[src/rtl/vga_timing_ctrl_pkg.sv]
// vga_timing_ctrl_pkg: 640x480@60 timing defaults, colour width and axis total helper
package vga_timing_ctrl_pkg;
    localparam int VGA_H_VISIBLE = 640;
    localparam int VGA_H_FP = 16;
    localparam int VGA_H_SYNC = 96;
    localparam int VGA_H_BP = 48;
    localparam int VGA_V_VISIBLE = 480;
    localparam int VGA_V_FP = 10;
    localparam int VGA_V_SYNC = 2;
    localparam int VGA_V_BP = 33;
    localparam int VGA_CLK_DIV = 2;
    localparam int COLOR_W = 4;
    localparam int X_W = 11;
    localparam int Y_W = 10;

    function automatic int axis_total(input int visible, input int fp, input int sync, input int bp);
        return visible + fp + sync + bp;
    endfunction

    localparam int VGA_H_TOTAL = axis_total(VGA_H_VISIBLE, VGA_H_FP, VGA_H_SYNC, VGA_H_BP);
    localparam int VGA_V_TOTAL = axis_total(VGA_V_VISIBLE, VGA_V_FP, VGA_V_SYNC, VGA_V_BP);
endpackage

[src/rtl/vga_axis_counter.sv]
// vga_axis_counter: one timing axis; counts on en, wraps at the axis total, decodes visible and sync windows
module vga_axis_counter
    import vga_timing_ctrl_pkg::*;
#(
    parameter int VISIBLE = VGA_H_VISIBLE,
    parameter int FP = VGA_H_FP,
    parameter int SYNC = VGA_H_SYNC,
    parameter int BP = VGA_H_BP,
    parameter int WIDTH = X_W
) (
    input  logic             clk,
    input  logic             reset,
    input  logic             en,
    input  logic             wrap_in,
    output logic [WIDTH-1:0] count,
    output logic             wrap_out,
    output logic             active,
    output logic             sync
);
    localparam int TOTAL = axis_total(VISIBLE, FP, SYNC, BP);
    localparam int SYNC_START = VISIBLE + FP;

    if (TOTAL > (1 << WIDTH)) begin : g_range
        $error("vga_axis_counter: axis total does not fit in WIDTH bits");
    end

    logic [31:0] c;
    logic last;

    assign c = 32'(count);
    assign last = c == TOTAL - 1;
    assign wrap_out = en && last;
    assign active = c < VISIBLE;
    assign sync = c >= SYNC_START && c < SYNC_START + SYNC;

    always_ff @(posedge clk) begin
        if (reset)
            count <= '0;
        else if (en)
            count <= (wrap_in || last) ? '0 : count + 1'b1;
    end
endmodule

[src/rtl/vga_timing_ctrl.sv]
// vga_timing_ctrl: pixel-enable divider, x/y counters, sync/blank decode and aligned output register
module vga_timing_ctrl
    import vga_timing_ctrl_pkg::*;
#(
    parameter int H_VISIBLE = VGA_H_VISIBLE,
    parameter int H_FP = VGA_H_FP,
    parameter int H_SYNC = VGA_H_SYNC,
    parameter int H_BP = VGA_H_BP,
    parameter int V_VISIBLE = VGA_V_VISIBLE,
    parameter int V_FP = VGA_V_FP,
    parameter int V_SYNC = VGA_V_SYNC,
    parameter int V_BP = VGA_V_BP,
    parameter int CLK_DIV = VGA_CLK_DIV,
    parameter logic SYNC_POL = 1'b0
) (
    input  logic               clk,
    input  logic               reset,
    output logic [X_W-1:0]     x,
    output logic [Y_W-1:0]     y,
    output logic               pix_en,
    output logic               line_start,
    output logic               frame_start,
    input  logic [COLOR_W-1:0] red_in,
    input  logic [COLOR_W-1:0] green_in,
    input  logic [COLOR_W-1:0] blue_in,
    output logic [COLOR_W-1:0] vga_r,
    output logic [COLOR_W-1:0] vga_g,
    output logic [COLOR_W-1:0] vga_b,
    output logic               vga_hsync,
    output logic               vga_vsync,
    output logic               vga_blank
);
    localparam int DW = CLK_DIV > 1 ? $clog2(CLK_DIV) : 1;

    if (CLK_DIV < 1) begin : g_div_check
        $error("vga_timing_ctrl: CLK_DIV must be at least 1");
    end

    logic [DW-1:0] div;
    logic h_wrap, h_active, h_sync, v_active, v_sync, frame_wrap_unused;
    logic blank_c, hs_c, vs_c;

    assign pix_en = 32'(div) == CLK_DIV - 1;
    assign line_start = pix_en && x == '0;
    assign frame_start = line_start && y == '0;
    assign blank_c = !(h_active && v_active);
    assign hs_c = h_sync ? SYNC_POL : ~SYNC_POL;
    assign vs_c = v_sync ? SYNC_POL : ~SYNC_POL;

    always_ff @(posedge clk) begin
        if (reset)
            div <= '0;
        else
            div <= pix_en ? '0 : div + 1'b1;
    end

    vga_axis_counter #(
        .VISIBLE(H_VISIBLE), .FP(H_FP), .SYNC(H_SYNC), .BP(H_BP), .WIDTH(X_W)
    ) u_h (
        .clk(clk), .reset(reset), .en(pix_en), .wrap_in(1'b0),
        .count(x), .wrap_out(h_wrap), .active(h_active), .sync(h_sync)
    );

    vga_axis_counter #(
        .VISIBLE(V_VISIBLE), .FP(V_FP), .SYNC(V_SYNC), .BP(V_BP), .WIDTH(Y_W)
    ) u_v (
        .clk(clk), .reset(reset), .en(h_wrap), .wrap_in(1'b0),
        .count(y), .wrap_out(frame_wrap_unused), .active(v_active), .sync(v_sync)
    );

    always_ff @(posedge clk) begin
        if (reset) begin
            vga_r <= '0;
            vga_g <= '0;
            vga_b <= '0;
            vga_blank <= 1'b1;
            vga_hsync <= ~SYNC_POL;
            vga_vsync <= ~SYNC_POL;
        end else if (pix_en) begin
            vga_r <= blank_c ? '0 : red_in;
            vga_g <= blank_c ? '0 : green_in;
            vga_b <= blank_c ? '0 : blue_in;
            vga_blank <= blank_c;
            vga_hsync <= hs_c;
            vga_vsync <= vs_c;
        end
    end
endmodule

[config.mk]
export PLATFORM = sky130hd
export DESIGN_NAME = vga_timing_ctrl
export DESIGN_NICKNAME = d
export VERILOG_FILES = /design/src/rtl/vga_timing_ctrl_pkg.sv /design/src/rtl/vga_axis_counter.sv /design/src/rtl/vga_timing_ctrl.sv
export SDC_FILE = /design/constraint.sdc
export NUM_CORES = 1
export LEC_CHECK = 0
export BUFFER_PORTS_ARGS = -buffer_cell sky130_fd_sc_hd__buf_2
export CORE_UTILIZATION = 45
export CTS_CLUSTER_DIAMETER = 100
export DETAILED_ROUTE_END_ITERATION = 10
export PLACE_DENSITY_LB_ADDON = 0.1
export REMOVE_ABC_BUFFERS = 1
export SYNTH_ARGS = -nofsm -noshare
export SYNTH_HDL_FRONTEND = slang
export SYNTH_HIERARCHICAL = 1
export SYNTH_SLANG_ARGS = --single-unit
[constraint.sdc]
create_clock -name clk -period 1.8 [get_ports clk]
set_input_delay 0.18 -clock clk [delete_from_list [all_inputs] [get_ports clk]]
set_output_delay 0.18 -clock clk [all_outputs]
set_load 0.005 [all_outputs]
-- Yosys cells after proc, flatten, opt, wreduce, memory -nomap -nowiden
Cells that the tools add are included.
- register bits: 37
- latch bits: 0
- RAM bits: 0
- bits in read-only memories: 0
- input bits: 14
- output and inout port bits: 39
- logic and storage cells: 37
- memories kept: 0
- add/subtract/negate cells: 3
- multipliers: 0
- div/mod/pow operators: 0
- order comparisons: 6
- eq/ne operators: 2
- shift-type cells: 0
- muxes and demuxes: 7
- bitwise gates (word level): 0
- reduce and logical (&&, ||, !) cells: 10
- operators by type and width (cell ; number):
    $lt A11 B10 Y1 const B ; 2
    $lt A10 B9 Y1 const B ; 2
    $mux W4 ; 3
    $add A11 B1 Y11 const B ; 1
    $eq A11 B10 Y1 const B ; 1
    $ge A11 B10 Y1 const B ; 1
    $logic_not A11 Y1 ; 1
    $mux W11 ; 1
    $add A10 B1 Y10 const B ; 1
    $eq A10 B10 Y1 const B ; 1
    $ge A10 B9 Y1 const B ; 1
    $logic_not A10 Y1 ; 1
    $mux W10 ; 1
    $logic_and A1 B1 Y1 ; 6
    $mux W1 ; 2
    $reduce_or A2 Y1 ; 1
    $add A1 B1 Y1 const B ; 1
    $logic_not A1 Y1 ; 1

-- Logic depth before layout (Yosys ltp)
Gate-level depths: netlist (run 1).
- depth after elaboration: 3
- depth in mapped cells: 8
- depth with buffers taken out: 7

-- Cells and area by module
The synthesis (run 1) kept the hierarchy.
- by module, submodules not included (module ; times used ; cells each ; area an instance (um2) ; sequential area each (um2)):
    vga_axis_counter (u_h) ; 1 ; 69 ; 601.8 ; 220.2
    vga_timing_ctrl ; 1 ; 49 ; 555.5 ; 320.3
    vga_axis_counter (u_v) ; 1 ; 58 ; 536.8 ; 200.2

-- Worst setup path after synthesis (run 1)
No wires, ideal clock.
- kind: reg2reg
- start point: register div, in the netlist pix_en
- end point: register u_v.count[0]
- library setup time: 0.131 ns
- arrival time: 1.941 ns
- data required time: 1.669 ns
- slack: -0.272 ns
- stages on the path, launching flop included: 9
- path buffers: 2
- clock period less this slack: 2.072 ns
- cell sequence: dfxtp_1 -> buf_4 -> nand4_2 -> or2_4 -> nor2_1 -> buf_2 -> nand3_1 -> o31ai_4 -> nor2_1
- cells in the longest elaborated chain, start to end: 1
- RTL lines (element ; line ; RTL):
    from (decl) ; vga_timing_ctrl.sv:39 ; logic [DW-1:0] div;
    from (signal assigned) ; vga_timing_ctrl.sv:54 ; div <= pix_en ? '0 : div + 1'b1;
    $logic_and A1 B1 Y1 ; vga_axis_counter.sv:32 ; assign wrap_out = en && last;
    via h_wrap ; vga_timing_ctrl.sv:40 ; logic h_wrap, h_active, h_sync, v_active, v_sync, frame_wrap_unused;
    to (signal assigned) ; vga_axis_counter.sv:40 ; count <= (wrap_in || last) ? '0 : count + 1'b1;
    to (decl) ; vga_axis_counter.sv:15 ; output logic [WIDTH-1:0] count,
The timed path passes the listed nets, and every way through them passes these cells.
A chain may end at the register's enable or synchronous reset.

-- Final worst setup path (run 1)
- start point: register u_h.count[0]
- end point: register u_v.count[7]
- cells in the longest elaborated chain, start to end: 2
- RTL lines (element ; line ; RTL):
    from (decl) ; vga_axis_counter.sv:15 ;
    from (signal assigned) ; vga_axis_counter.sv:40 ;
    $eq A11 B10 Y1 ; vga_axis_counter.sv:31 ; assign last = c == TOTAL - 1;
    $logic_and A1 B1 Y1 ; vga_axis_counter.sv:32 ;
    via h_wrap ; vga_timing_ctrl.sv:40 ;
The timed path passes the listed nets, and every way through them passes these cells.

==> results of run 1 <==
## stage by stage
stage          cells  setup TNS, ps  setup slack, ps  power, mW  util [%]
6_report         304         -3.995           -3.995      1.710     68.65
3_5_place_dp     290              0            13.89     0.9997     61.65
5_1_grt          304         -50.38           -49.97      1.782     68.65
3_3_place_gp     290              0            62.15     0.9947     61.65
2_1_floorplan    171          -5539           -561.1     0.9314         -
4_1_cts          298              0            5.284      1.722     65.15
## worst paths after layout
check / slack, ps / start / cells past startpoint / endpoint
worst max-delay path: -4 / u_h/count[0] / 8 / u_v/count[7]
worst max register to register: -4 / u_h/count[0] / 8 / u_v/count[7]
worst min-delay path: 100 / blue_in[3] / 2 / vga_b[3]
worst min register to register: 480 / vga_b[1] / 1 / vga_b[1]
## cells in the final DEF, fill, tap and decap left out, types with 6 or more instances in the layout
cell	count
a21oi_1	10
a22o_1	12
nor2_1	23
xor2_1	6
buf_2	52
o21ai_0	6
dfxtp_1	29
dfxtp_2	6
buf_4	22
nand2_1	10
## report_power, final
| part | internal, mW | switching, mW |
|---|---|---|
| Combinational | 0.0694 | 0.0637 |
| Sequential | 0.839 | 0.0143 |
| Clock | 0.415 | 0.309 |
## per-layer routing
metal  global-route usage [%]  wire [um]  share of wire, %  up-vias
met5                        0          0                 0        -
met3                    4.710        176               4.1        5
met2                    34.95       2112                50       39
met4                    6.818         57               1.3        0
li1                         -          -                 -      808
met1                    27.95       1898                45      787
## critical path, stage by stage (launching register included)
cell and delay [ps]:
dfxtp_2 360, ha_4 140, inv_2 30, or2_4 230, nor2_4 80, buf_6 120
nand4_4 90, or4_1 560, a21oi_1 130
## what timing repair did
item,in CTS,in global routing
buffers inserted,0,5
gates cloned,0,1
endpoints found under the setup margin,2,11
hold endpoints to repair,0,0
pin swaps,0,7
resized for setup,3,21
## sequential cells by signal, indices dropped and copies added, names as in the netlist
signal,cells
vga_g,4
vga_vsync,1
u_v/count,10
vga_r,4
vga_b,4
vga_blank,1
vga_hsync,1
pix_en,1
u_h/count,11
## layout make-up
cell class	instances	area [sq um]
repair buffers	78	470.5
multi-input cells	131	967.2
fillers	290	1087
well taps	46	57.56
inverters	4	15.01
clock inverters	3	46.29
flip-flops and latches	37	755.7
clock buffers	5	68.82
==> results.md, run 1 <==
- IO buf count: 52
- Required time worst endpoint: 2020 ps
- Minimum clock period: 1804 ps
- Avg WL per Cell: 13.96 um
- Worst skew pair latency: 290 ps
- Final routed DRC violation total: 0
- Power per cell area: 718.2 mW/mm^2
- Worst vdd ir: 545.4 uV
- Post-route cell area: 0.002381 sq mm
- Cells after synthesis: 175
- Share of post-route cells with drive strength above 1: 44.96%
- Yosys Warn Count: 6
- Ports: 53
- Final ANT Viol Nets: 0
- Total gr overflow: 0
- Initial antenna violation count: 0
- Post-synthesis cell area: 0.001689 sq mm
- Max Root-Sink Buffers: 2
- Gr usage total: 21.41%
- Static leakage: 1.074 nW
- First-pass GRT wire length: 6810 um
- H-tree Lvls: 2
- Worst Skew: 6.640 ps
- Final setup violating endpoints: 1
- Outcome: finished with violations
- Post-DP Area: 0.002138 sq mm
- CTS Root Cell: clkbuf_8
- Crit path capture type: register
- TritonCTS clock tree: built
- Via density: 5.391
- Max Clk Rate: 554.3 MHz
- Core ar.: 0.003468 sq mm
- Max-slew headroom: 46.78%
- Num CTS Buffers: 5
- Worst Path Arrival: 2020 ps
- TritonCTS Sinks: 37
- Final GP Congestion: 0.7996
- CP max FO: 5
- Layout area overhead: 40.96%
- Vias in the first global route: 1,459
- Largest net degree at the start of global routing: 17
- Final WS setup: -3.995 ps
- Nets: 274
- Failing checks: negative setup slack
- RSZ-0062 raised after global routing: yes
- Post-DP HPWL: 2988 um
- Clk slew on worst S/H paths: 80 ps
- Chip height: 63.27 um
- Final hold violations: 0
- Hold Path Class: in2reg
- DR pass1 iterations: 4
- First DRT Iteration DRCs: 105
- Worst Tran Pin Value: 795.3 ps
- Period utilization: 100.2%
- Number of diodes: 0
- Max Cap Viol: 0
- DR vias: 1,639
- WL final: 4245 um
- Worst Setup Path Type: reg2reg
- Post-CTS Hold Fix Bufs: 0
- Slew Limit Fails: 0
- Chip width: 63.27 um
- # rows: 21
- Minimum hold slack: 103.3 ps
- Syn Area/Cell: 9.652 sq um
- Worst setup SP type: register
- Starting Density: 48.70%
- Die area: 0.004002 sq mm
Note: power is estimated with default switching activity, not from simulation.
==> run 2: changes to the inputs <==
Clock period 1.8 ns to 2.3 ns, I/O delays scaled along.
==> run 2 against run 1 <==
  * Largest power group unchanged
  * Global-route usage is 0.28 points lower
  * Flip-flop and latch count stayed put
  * Combinational power is 30% lower
  * The run now ends clean
  * Hold slack better by 41 ps
==> results.md, run 2 (same netlist as run 1, synthesis figures left out) <==
- Outcome: finished, final reports clean
- DR vias: 1,548 (-5.6%)
- Post-route cell area: 0.002155 sq mm (-9.5%)
- Worst vdd ir: 504.1 uV (-7.6%)
- Ports: 53 (unchanged)
- Number of diodes: 0 (unchanged)
- Initial antenna violation count: 0 (unchanged)
- Max Clk Rate: 480.0 MHz (-13%)
- Nets: 252 (-8.0%)
- Max FFs per register: 11 (unchanged)
- Biggest regs: u_h/count (11), u_v/count (10)
- Num CTS Buffers: 5 (unchanged)
- Total gr overflow: 0 (unchanged)
- Static leakage: 0.9543 nW (-11%)
- Final WS setup: 216.6 ps (+220.6 ps)
- Max Cap Viol: 0 (unchanged)
- Worst Path Arrival: 2320 ps (+300 ps)
- Worst setup SP type: register
- Post-CTS Hold Fix Bufs: 0 (unchanged)
- Max-slew headroom: 47.35% (+0.57 points)
- Core ar.: 0.003468 sq mm (unchanged)
- Worst skew pair latency: 300 ps (about the same)
- Final ANT Viol Nets: 0 (unchanged)
- Max Root-Sink Buffers: 2 (unchanged)
- WL final: 3969 um (-6.5%)
- DR pass1 iterations: 4 (unchanged)
- First DRT Iteration DRCs: 73 (-30%)
- Final hold violations: 0 (unchanged)
- Worst path slowest cell: dfxtp_1
- Post-DP Area: 0.002003 sq mm (-6.3%)
- Final routed DRC violation total: 0 (unchanged)
- CP max FO: 10 (+5)
- First-pass GRT wire length: 6630 um (-2.6%)
- Cell Chain, Critical Path: ha_1 > inv_1 > or2_4 > nor2_2 > nand4_4 > or4_1 > a21oi_1
- Crit path capture type: register
- IO buf count: 52 (unchanged)
- Minimum clock period: 2083 ps (+279.4 ps)
- Gr usage total: 21.13% (-0.28 points)
- Vias in the first global route: 1,385 (-5.1%)
- CTS Root Cell: clkbuf_8
- Non-filler cells, final: 282 (-7.2%)
- Most flops, register: u_h/count
- Filler instances: 320 (+10%)
- Cell family with most CP delay: simple AND/OR/NAND/NOR gates
- Worst Setup Path Type: reg2reg
- Die area: 0.004002 sq mm (unchanged)
- # rows: 21 (unchanged)
- Worst Skew: 9.073 ps (+2.433 ps)
- Avg WL per Cell: 14.07 um (+0.79%)
- Starting Density: 48.70% (unchanged)
- Final setup violating endpoints: 0 (-1)
- Commonest non-fill, non-tap cell in the layout: buf_2
- Power per cell area: 664.5 mW/mm^2 (-7.5%)
- Largest net degree at the start of global routing: 17 (unchanged)
- Clk slew on worst S/H paths: 80 ps (about the same)
- H-tree Lvls: 2 (unchanged)
- RSZ-0062 raised after global routing: no
- Period utilization: 90.58% (-9.6 points)
- Worst Tran Pin Value: 786.8 ps (-8.496 ps)
- TritonCTS clock tree: built
- TritonCTS Sinks: 37 (unchanged)
- Fin Setup TNS: 0 ps (+3.995 ps)
- Layout area overhead: 27.56%
- Worst Path Buf+Inv: 1 (-1)
- Most frequent cells in the layout: buf_2 (52), dfxtp_1 (37), nor2_1 (23)
- Via density: 5.489 (+1.8%)
- Placed instance count: 272 (-6.2%)
- Hold Path Class: in2reg
- Pre-CTS setup slack: 71.33 ps (+57.44 ps)
- Delay of the slowest critical-path stage: 440 ps (-120 ps)
- Chip width: 63.27 um (unchanged)
- Required time worst endpoint: 2530 ps (+510 ps)
- Chip height: 63.27 um (unchanged)
- Final GP Congestion: 0.8074 (+0.98%)
- Post-DP HPWL: 2892 um (-3.2%)
- Share of post-route cells with drive strength above 1: 33.90% (-11 points)
- Slew Limit Fails: 0 (unchanged)
==> run 2: timing repair <==
action / 4_1_cts / 5_1_grt
setup endpoints to repair: 0 / 10
gates resized for setup: 0 / 1
endpoints found under the hold margin: 0 / 0
setup buffers: 0 / 2
==> run 2: area by class of cell <==
type                       instances  area (sq um)  area share [%]
inverter                           4         15.01          0.6969
sequential                        37         740.7           34.38
timing repair buffer              57         297.8           13.82
multi-input combinational        130         909.6           42.22
tap                               46         57.56           2.671
clock buffer                       5         68.82           3.194
clock inverter                     3         65.06           3.020
==> run 2: where the power goes <==
part           switching [mW]  total [mW]  internal, mW  leakage, nW
clock network           0.237       0.668         0.431       0.0681
logic                  0.0456      0.0933        0.0477        0.586
registers              0.0120       0.670         0.658        0.301
==> run 2: worst paths after layout <==
check	from	to	slack [ps]	depth (start not counted)
setup / recovery	u_h/count[0]	u_v/count[7]	220	7
hold / removal	blue_in[0]	vga_b[0]	140	2
setup reg to reg	u_h/count[0]	u_v/count[7]	220	7
hold reg to reg	vga_blank	vga_blank	470	2
==> run 2: metrics by stage <==
stage	hold slack (ps)	power, mW	utilization, %
after global placement	448.5	0.7721	57.76
after detailed placement	452.1	0.7758	57.76
final	144.2	1.432	62.12
after floorplan	331.5	0.7289	-
after CTS	141.1	1.440	61.62
after global routing	136.6	1.491	62.12
==> run 2: per-layer routing <==
metal / GRT usage, % / part of all wire (%) / vias up
met5: 0 / 0 / -
met4: 8.523 / 1.1 / 0
met3: 4.348 / 4.5 / 7
met2: 33.74 / 48 / 43
met1: 27.70 / 46 / 740
li1: - / - / 758
==> run 2: worst register-to-register path, stage by stage, from the launching register on <==
cell and delay, ps:
dfxtp_1 440, ha_1 260, inv_1 110, or2_4 290, nor2_2 170, nand4_4 170, or4_1 440, a21oi_1 140
